[config.mk]
export PLATFORM = sky130hd
export DESIGN_NAME = turtle_io_responder
export DESIGN_NICKNAME = d
export VERILOG_FILES = /design/src/rtl/turtle_io_responder.sv
export SDC_FILE = /design/constraint.sdc
export NUM_CORES = 1
export LEC_CHECK = 0
export ABC_AREA = 1
export CORE_AREA = 2 2 91 93
export CTS_CLUSTER_DIAMETER = 200
export DETAILED_ROUTE_END_ITERATION = 7
export DIE_AREA = 0 0 93 95
export DONT_BUFFER_PORTS = 1
export PLACE_DENSITY = 0.74
export SLEW_MARGIN = 20
export SYNTH_ARGS = -nofsm -noshare
export SYNTH_HDL_FRONTEND = slang
export SYNTH_SLANG_ARGS = --single-unit
[constraint.sdc]
create_clock -name clk -period 1.9 [get_ports clk]
set_input_delay 0.095 -clock clk [delete_from_list [all_inputs] [get_ports clk]]
set_output_delay 0.095 -clock clk [all_outputs]
set_load 0.005 [all_outputs]
[src/rtl/turtle_io_responder.sv]
// Memory-mapped I/O block: GPIO, synchronized GPIO input, UART transmitter with TX FIFO.
// Define TURTLE_IO_TIMER_EN to add the 16-bit free-running timer at offsets 0x5/0x6.
module turtle_io_responder #(
    parameter int                  D_ADDR_W       = 12,
    parameter logic [D_ADDR_W-1:0] IO_BASE        = 12'hF00,
    parameter int                  FIFO_DEPTH     = 4,
    parameter logic [7:0]          BAUD_DIV_RESET = 8'd103
) (
    input  logic                clk,
    input  logic                reset,
    input  logic [D_ADDR_W-1:0] data_addr,
    input  logic                write_enable,
    input  logic [7:0]          write_data,
    output logic [7:0]          read_data,
    output logic                int_mem_select,
    output logic [7:0]          gpio_out,
    input  logic [7:0]          gpio_in,
    output logic                uart_tx
);

    localparam int PTR_W = (FIFO_DEPTH > 1) ? $clog2(FIFO_DEPTH) : 1;
    localparam int CNT_W = $clog2(FIFO_DEPTH) + 1;

    localparam logic [3:0] OFF_GPIO_OUT = 4'h0;
    localparam logic [3:0] OFF_GPIO_IN  = 4'h1;
    localparam logic [3:0] OFF_STATUS   = 4'h3;
    localparam logic [3:0] OFF_UART_TX  = 4'h2;
    localparam logic [3:0] OFF_BAUD_DIV = 4'h4;
`ifdef TURTLE_IO_TIMER_EN
    localparam logic [3:0] OFF_TIMER_LO = 4'h5;
    localparam logic [3:0] OFF_TIMER_HI = 4'h6;
`endif

    typedef enum logic [1:0] {
        IDLE  = 2'd0,
        START = 2'd1,
        DATA  = 2'd2,
        STOP  = 2'd3
    } tx_state_t;

    tx_state_t        tx_state, tx_state_next;
    logic [3:0]       offset;
    logic             io_wr;
    logic [7:0]       gpio_sync1, gpio_sync2;
    logic [7:0]       baud_div;
    logic             overflow;
    logic [7:0]       fifo_mem [FIFO_DEPTH];
    logic [PTR_W-1:0] wr_ptr, rd_ptr;
    logic [CNT_W-1:0] count;
    logic             fifo_full, fifo_empty;
    logic             push_req, push_ok, pop;
    logic [7:0]       baud_cnt;
    logic [2:0]       bit_idx;
    logic [7:0]       shift_reg;
    logic             bit_end;
    logic             tx_busy;
    logic [7:0]       status;

    assign int_mem_select = (data_addr[D_ADDR_W-1:4] != IO_BASE[D_ADDR_W-1:4]);
    assign offset         = data_addr[3:0];
    assign io_wr          = write_enable && !int_mem_select;

    assign fifo_full  = (count == CNT_W'(FIFO_DEPTH));
    assign fifo_empty = (count == '0);
    assign push_req   = io_wr && (offset == OFF_UART_TX);
    // A full FIFO still takes the byte when the transmitter frees a slot this same cycle.
    assign push_ok    = push_req && (!fifo_full || pop);

    assign bit_end = (baud_cnt == 8'd0);
    assign tx_busy = (tx_state != IDLE);
    assign status  = {overflow, 4'(count), fifo_empty, fifo_full, tx_busy};

    always_ff @(posedge clk) begin
        if (reset) begin
            gpio_out   <= 8'h00;
            baud_div   <= BAUD_DIV_RESET;
            overflow   <= 1'b0;
            gpio_sync1 <= 8'h00;
            gpio_sync2 <= 8'h00;
        end else begin
            gpio_sync1 <= gpio_in;
            gpio_sync2 <= gpio_sync1;
            if (io_wr && offset == OFF_GPIO_OUT) gpio_out <= write_data;
            if (io_wr && offset == OFF_BAUD_DIV) baud_div <= write_data;
            if (push_req && !push_ok) overflow <= 1'b1;
            else if (io_wr && offset == OFF_STATUS && write_data[7]) overflow <= 1'b0;
        end
    end

    always_ff @(posedge clk) begin
        if (push_ok) fifo_mem[wr_ptr] <= write_data;
    end

    always_ff @(posedge clk) begin
        if (reset) begin
            wr_ptr <= '0;
            rd_ptr <= '0;
            count  <= '0;
        end else begin
            if (push_ok) wr_ptr <= wr_ptr + PTR_W'(1);
            if (pop)     rd_ptr <= rd_ptr + PTR_W'(1);
            case ({push_ok, pop})
                2'b10:   count <= count + CNT_W'(1);
                2'b01:   count <= count - CNT_W'(1);
                default: count <= count;
            endcase
        end
    end

    always_ff @(posedge clk) begin
        if (reset) tx_state <= IDLE;
        else       tx_state <= tx_state_next;
    end

    always_comb begin
        tx_state_next = tx_state;
        pop           = 1'b0;
        case (tx_state)
            IDLE: begin
                if (!fifo_empty) begin
                    pop           = 1'b1;
                    tx_state_next = START;
                end
            end
            START: if (bit_end) tx_state_next = DATA;
            DATA:  if (bit_end && bit_idx == 3'd7) tx_state_next = STOP;
            STOP: begin
                if (bit_end) begin
                    if (!fifo_empty) begin
                        pop           = 1'b1;
                        tx_state_next = START;
                    end else begin
                        tx_state_next = IDLE;
                    end
                end
            end
            default: tx_state_next = IDLE;
        endcase
    end

    // baud_cnt is reloaded from baud_div at every bit start, so a divider write lands on the next bit.
    always_ff @(posedge clk) begin
        if (reset) begin
            baud_cnt  <= 8'd0;
            bit_idx   <= 3'd0;
            shift_reg <= 8'hFF;
        end else if (pop) begin
            shift_reg <= fifo_mem[rd_ptr];
            baud_cnt  <= baud_div;
            bit_idx   <= 3'd0;
        end else if (tx_state != IDLE) begin
            if (bit_end) begin
                baud_cnt <= baud_div;
                if (tx_state == DATA) begin
                    shift_reg <= shift_reg >> 1;
                    bit_idx   <= bit_idx + 3'd1;
                end
            end else begin
                baud_cnt <= baud_cnt - 8'd1;
            end
        end
    end

    always_comb begin
        uart_tx = 1'b1;
        case (tx_state)
            START:   uart_tx = 1'b0;
            DATA:    uart_tx = shift_reg[0];
            default: uart_tx = 1'b1;
        endcase
    end

`ifdef TURTLE_IO_TIMER_EN
    logic [15:0] timer;
    logic [7:0]  timer_shadow;
    logic        timer_wr;

    assign timer_wr = io_wr && (offset == OFF_TIMER_LO || offset == OFF_TIMER_HI);

    // Addressing TIMER_LO captures the high byte so a following TIMER_HI read is coherent.
    always_ff @(posedge clk) begin
        if (reset || timer_wr) begin
            timer        <= 16'h0000;
            timer_shadow <= 8'h00;
        end else begin
            timer <= timer + 16'd1;
            if (!int_mem_select && offset == OFF_TIMER_LO) timer_shadow <= timer[15:8];
        end
    end
`endif

    always_comb begin
        read_data = 8'h00;
        if (!int_mem_select) begin
            case (offset)
                OFF_GPIO_OUT: read_data = gpio_out;
                OFF_GPIO_IN:  read_data = gpio_sync2;
                OFF_STATUS:   read_data = status;
                OFF_BAUD_DIV: read_data = baud_div;
`ifdef TURTLE_IO_TIMER_EN
                OFF_TIMER_LO: read_data = timer[7:0];
                OFF_TIMER_HI: read_data = timer_shadow;
`endif
                default:      read_data = 8'h00;
            endcase
        end
    end

endmodule
**Yosys cells after proc, flatten, opt, wreduce, memory -nomap -nowiden**

Memory sizes are Yosys's and may differ from the RTL's. A register that Yosys moved wholly into a read port is not among the register bits.
Index checks and enable logic that the tools add are counted.

- Register bits: 61
- Bits in writable memories: 32
- Bits of input ports: 31
- Output and inout port bits: 18
- Logic and storage cells: 88
- Memories: 1

- $add $sub $neg: 6
- Eq/ne operators: 16
- Mux-type cells: 26
- Reductions and logical operators: 27

Memory list:

| memory | depth | bits a word | read ports | clocked after Yosys merged registers in | wr ports | RTL line | source |
|---|---|---|---|---|---|---|---|
| fifo_mem | 4 | 8 | 1 | 1 | 1 | 47 | `logic [7:0] fifo_mem [FIFO_DEPTH];` |

Operator list:

| operator | count |
|---|---|
| $mux W8 | 8 |
| $pmux W8 S4 | 1 |
| $mux W2 | 6 |
| $reduce_bool A2 Y1 | 6 |
| $logic_and A1 B1 Y1 | 9 |
| $eq A4 B2 Y1 const B | 2 |
| $logic_not A8 Y1 | 1 |
| $ne A2 B2 Y1 const B | 4 |
| $ne A8 B8 Y1 const B | 1 |
| $pmux W2 S4 | 1 |
| $sub A8 B1 Y8 const B | 1 |
| $mux W1 | 7 |
| $add A3 B1 Y3 const B | 2 |
| $eq A2 B2 Y1 const B | 3 |
| $eq A3 B3 Y1 const B | 2 |
| $pmux W3 S2 | 1 |
| $reduce_and A3 Y1 | 2 |
| $add A2 B1 Y2 const B | 2 |
| $eq A2 B1 Y1 const B | 2 |
| $eq A4 B1 Y1 const B | 1 |
| $eq A4 B3 Y1 const B | 1 |
| $logic_not A4 Y1 | 1 |
| $pmux W1 S2 | 2 |
| $reduce_and A4 Y1 | 1 |
| 6 further kinds | 8 |

**Longest topological paths before layout**

- Depth after elaboration: 9
- Depth in mapped cells: 13

**Worst setup path after synthesis**

Ideal clock, no wire load.

- Path kind: flip-flop to flip-flop
- Start point: register baud_cnt[0]
- End point: register count[2]
- Setup time: 0.115 ns
- Arrival time: 1.974 ns
- Slack: -0.189 ns
- Stages on the path, launching flop included: 13
- Path buffers: 0
- Clock period less this slack: 2.089 ns
- Path through: dfxtp_1 -> inv_1 -> ha_1 -> nand3_1 -> nor2_4 -> nand2_2 -> a21oi_4 -> nand2_2 -> fa_1 -> inv_1 -> nand4_1 -> a21oi_1 -> nor2_1

- Word-level cells in the longest chain between the ends: 7
- Elaborated cells between the ends (all ways): 9
- Classes of those cells: 2 x eq/ne; 3 x mux; 4 x reduce/logical

RTL lines:

| item | RTL line | source |
|---|---|---|
| from (decl) | 52 | `logic [7:0] baud_cnt;` |
| from (signal assigned) | 149 | `baud_cnt <= baud_div;` |
| from (signal assigned) | 153 | `baud_cnt <= baud_div;` |
| from (signal assigned) | 159 | `baud_cnt <= baud_cnt - 8'd1;` |
| $logic_not A8 Y1 (*) | 69 | `assign bit_end = (baud_cnt == 8'd0);` |
| $mux W1 (*) | 128 | `if (bit_end) begin` |
| $pmux W1 S2 (*) | 118 | `case (tx_state)` |
| $logic_or A1 B1 Y1 | 67 | `assign push_ok = push_req && (!fifo_full \|\| pop);` |
| $logic_and A1 B1 Y1 | 67 |  |
| $eq A2 B1 Y1 or $eq A2 B2 Y1 (tied branches) | 102 | `case ({push_ok, pop})` |
| $pmux W3 S2 or $reduce_bool A2 Y1 (tied branches) | n/a |  |
| to (signal assigned) | 103 | `2'b10: count <= count + CNT_W'(1);` |
| to (signal assigned) | 104 | `2'b01: count <= count - CNT_W'(1);` |
| to (signal assigned) | 105 | `default: count <= count;` |
| to (decl) | 49 | `logic [CNT_W-1:0] count;` |

Every way passes the cells marked *; elsewhere a longest branch is shown, timed or not.
A chain may end at the register's enable or synchronous reset.

**Final worst setup path**

- Start point: register baud_cnt[1]
- End point: register count[2]

Same word-level chain as after synthesis.

==> out/results.tsv <==
stage	metric	value	unit
outcome	status	complete, but fails checks	
outcome	violations	setup timing	
global_routing	grt_max_degree	34	
cells_and_area	multi_input_area	1830	um2
power_and_ir_drop	power.leakage	2.02	nW
cells_and_area	top_register	fifo_mem	
cells_and_area	largest_reg_flops	32	
global_routing	use_met2	42.8	%
detailed_routing	wl_per_cell	15.4	um
global_routing	gr-usage-met3	4.71	%
detailed_routing	vias	3556	
setup_path	crit_path_end_kind	flop	
cells_and_area	ff_latch_area	2230	um2
floorplan	die_w	93	um
cts	clock_latency	0.37	ns
sta	tightestPinTransition	0.691	ns
cells_and_area	drive_above_1_share	16.7	%
detailed_routing	wl	10100	um
floorplan	start_util	55.2	%
detailed_routing	vias_per_cell	5.41	
place	place_area	4620	um2
sta	fin_ws	-0.00250	ns
cts	htreeDepth	3	
setup_path	crit_fanout	3	
place	portBuffers	0	
sta	final.setup_skew	0.0135	ns
cells_and_area	utilization	63.6	%
yosys	syn_area	4380	um2
global_routing	busiest_layer	met2	
setup_path	cp-start-kind	flop	
min_path	hp-class	in2reg	
detailed_routing	dr.pass1.iters	5	
power_and_ir_drop	powerDensity	1240	nW/um2
sta	worst_slew_margin_rel	53.9	%
floorplan	core	7930	um2
sta	fin_setup_tns	-0.00250	ns
global_routing	use_met1	29.5	%
cells_and_area	final_area	5040	um2
yosys	synth_top_flop_cell	dfxtp_1	
sta	finalCriticalPeriod	1.90	ns
global_routing	antenna_found_initial	0	
place	dp_hpwl	6930	um
cells_and_area	fillers	652	
sta	hold_ws	0.0317	ns
setup_path	arrival	2.16	ns
yosys	yosysSeqAreaShare	50.8	%
sta	slew_viol_final	0	
global_routing	grt_usage	24.3	%
cts	cts_buffer_depth	2	
power_and_ir_drop	vdd_ir_drop_max	0.000864	V
cts	cts-root-buf	clkbuf_8	
floorplan	row_count	33	
global_routing	grt_overflow	0	
global_routing	grt_pass1_wl	16600	um
cells_and_area	synthToLayoutAreaGrowth	15.1	%
floorplan	pin_count	49	
job	cap_viol_max_count	0	
cts	clk_pin_slew	0.09	ns
yosys	avgSynthCellArea	8.62	um2
detailed_routing	drtIter0Drc	196	
cts	cts_tree	yes	
cts	clkSinkCount	95	
floorplan	die-height	95	um
sta	fmax	0.526	GHz
setup_path	required	2.16	ns
yosys	synth_cells	508	
detailed_routing	drc	0	
global_routing	grt_pass1_vias	3429	
detailed_routing	postRouteAntennaNets	0	
floorplan	dieArea	8840	um2
power_and_ir_drop	p_total	6.23	mW
place	gp_congestion	0.875	
cells_and_area	final_nets	590	
sta	rsz0062_at_grt	yes	
yosys	synth_edf_count	32	
yosys	yosysWarnings	0	
yosys	netlist-cell-type-count	39	
cts	cts_made_buffers	9	
yosys	ys_ff_latch	95	
yosys	ys_async_sr_fraction	0	%
yosys	synthesis.nets	552	
sta	post-route-period-util	100	%
setup_path	critPathKind	reg2reg	
sta	hold_viol	0	
sta	setup_violations	1	
[cells by family (layout without fill, tap and decap cells)]
| group | count (synthesis) | after routing | synth area share (%) |
|---|---|---|---|
| AO/OA/AOI/OAI | 93 | 93 | 13.8 |
| XOR/XNOR | 6 | 6 | 1.20 |
| adder cells (fa/ha/maj) | 13 | 13 | 3.89 |
| buffers and inverters | 91 | 134 | 8.63 |
| flip-flops | 95 | 95 | 50.8 |
| other | 0 | 1 | 0 |
| AND/OR/NAND/NOR | 210 | 210 | 21.7 |
[stage by stage]
stage / cells / setup WS, ns
2_1_floorplan: 508 / -0.0517
3_3_place_gp: 621 / 0.0408
3_5_place_dp: 621 / -0.0390
4_1_cts: 655 / 0.00507
5_1_grt: 656 / -0.139
6_report: 657 / -0.00250
[power by group]
group | internal (mW) | switching, mW
registers | 2.31 | 0.119
logic | 0.973 | 1.52
clock network | 0.544 | 0.763
total | 3.82 | 2.40
[metal layers]
metal  vias up  wire, um
met1      1657      4090
met3        20       740
met2       131      5060
met4         0       201
li1       1748         -
met5         -         0
[cell usage after synthesis (2+ instances only)]
library cell / n / area (um2)
buf_4: 2 / 15.0
o21ai_1: 3 / 15.0
buf_2: 2 / 10.0
xor2_1: 2 / 17.5
nor3_1: 3 / 15.0
nand3_1: 37 / 185
dfxtp_1: 63 / 1260
nand4_1: 7 / 43.8
o21ai_0: 26 / 130
ha_1: 12 / 150
nand2_2: 6 / 37.5
nor2_1: 46 / 173
o211ai_1: 4 / 30.0
a221oi_1: 2 / 17.5
xnor2_1: 4 / 35.0
a21oi_1: 30 / 150
a21oi_2: 8 / 70.1
edfxtp_1: 32 / 961
nand2_4: 2 / 22.5
nand2_1: 99 / 372
a41oi_1: 5 / 43.8
nor2_4: 3 / 33.8
o211ai_2: 4 / 50.1
nand3_2: 3 / 30.0
clkbuf_1: 9 / 33.8
nor3_2: 2 / 20.0
buf_6: 2 / 22.5
inv_1: 73 / 274
o22ai_1: 5 / 31.3
inv_2: 2 / 7.51
o21ai_2: 2 / 17.5
[final timing paths]
check,start,endpoint,slack [ns],cells after the start
hold / removal,write_data[7],overflow$_SDFFE_PP0P_,0.03,3
hold reg to reg,gpio_sync1[3]$_SDFF_PP0_,gpio_sync2[3]$_SDFF_PP0_,0.41,2
setup reg to reg,baud_cnt[1]$_SDFFE_PP0P_,count[2]$_SDFFE_PP0P_,-0.003,12
setup / recovery,baud_cnt[1]$_SDFFE_PP0P_,count[2]$_SDFFE_PP0P_,-0.003,12
[critical path, stage by stage (launching register included)]
cell and delay, ns:
dfxtp_2 0.34, inv_2 0.08, ha_4 0.16, nand3_4 0.07, nor2_4 0.10, nand2_2 0.09
a21oi_4 0.16, nand2_2 0.08, fa_2 0.35, inv_1 0.06, nand4_1 0.11, a21oi_1 0.15
nor2_1 0.06
[layout by cell type (no fill, tap or decap), types with 6 or more instances in the layout]
| cell type | n |
|---|---|
| nand2_2 | 6 |
| buf_4 | 25 |
| clkbuf_8 | 10 |
| edfxtp_1 | 32 |
| nand3_1 | 36 |
| a21oi_1 | 29 |
| a21oi_2 | 9 |
| ha_1 | 10 |
| nor2_1 | 44 |
| dlygate4sd3_1 | 17 |
| nand4_1 | 7 |
| nand2_1 | 99 |
| o21ai_0 | 26 |
| dfxtp_1 | 60 |
| inv_1 | 71 |
[area by class of cell]
type	count	area share, %
Antenna cell	1	0.0497
Multi-Input combinational cell	322	36.2
Tap cell	105	2.61
Sequential cell	95	44.2
Clock inverter	6	1.14
Clock buffer	10	2.73
Timing Repair Buffer	43	7.50
Inverter	75	5.59
[timing repair]
item / CTS / global route
resized for setup: 2 / 6
setup buffers: 0 / 1
setup endpoints to repair: 2 / 35
pin swaps: 0 / 1
hold endpoints to repair: 75 / 0
hold buffers: 18 / 0
No activity file was read; power rests on OpenSTA's default activity.
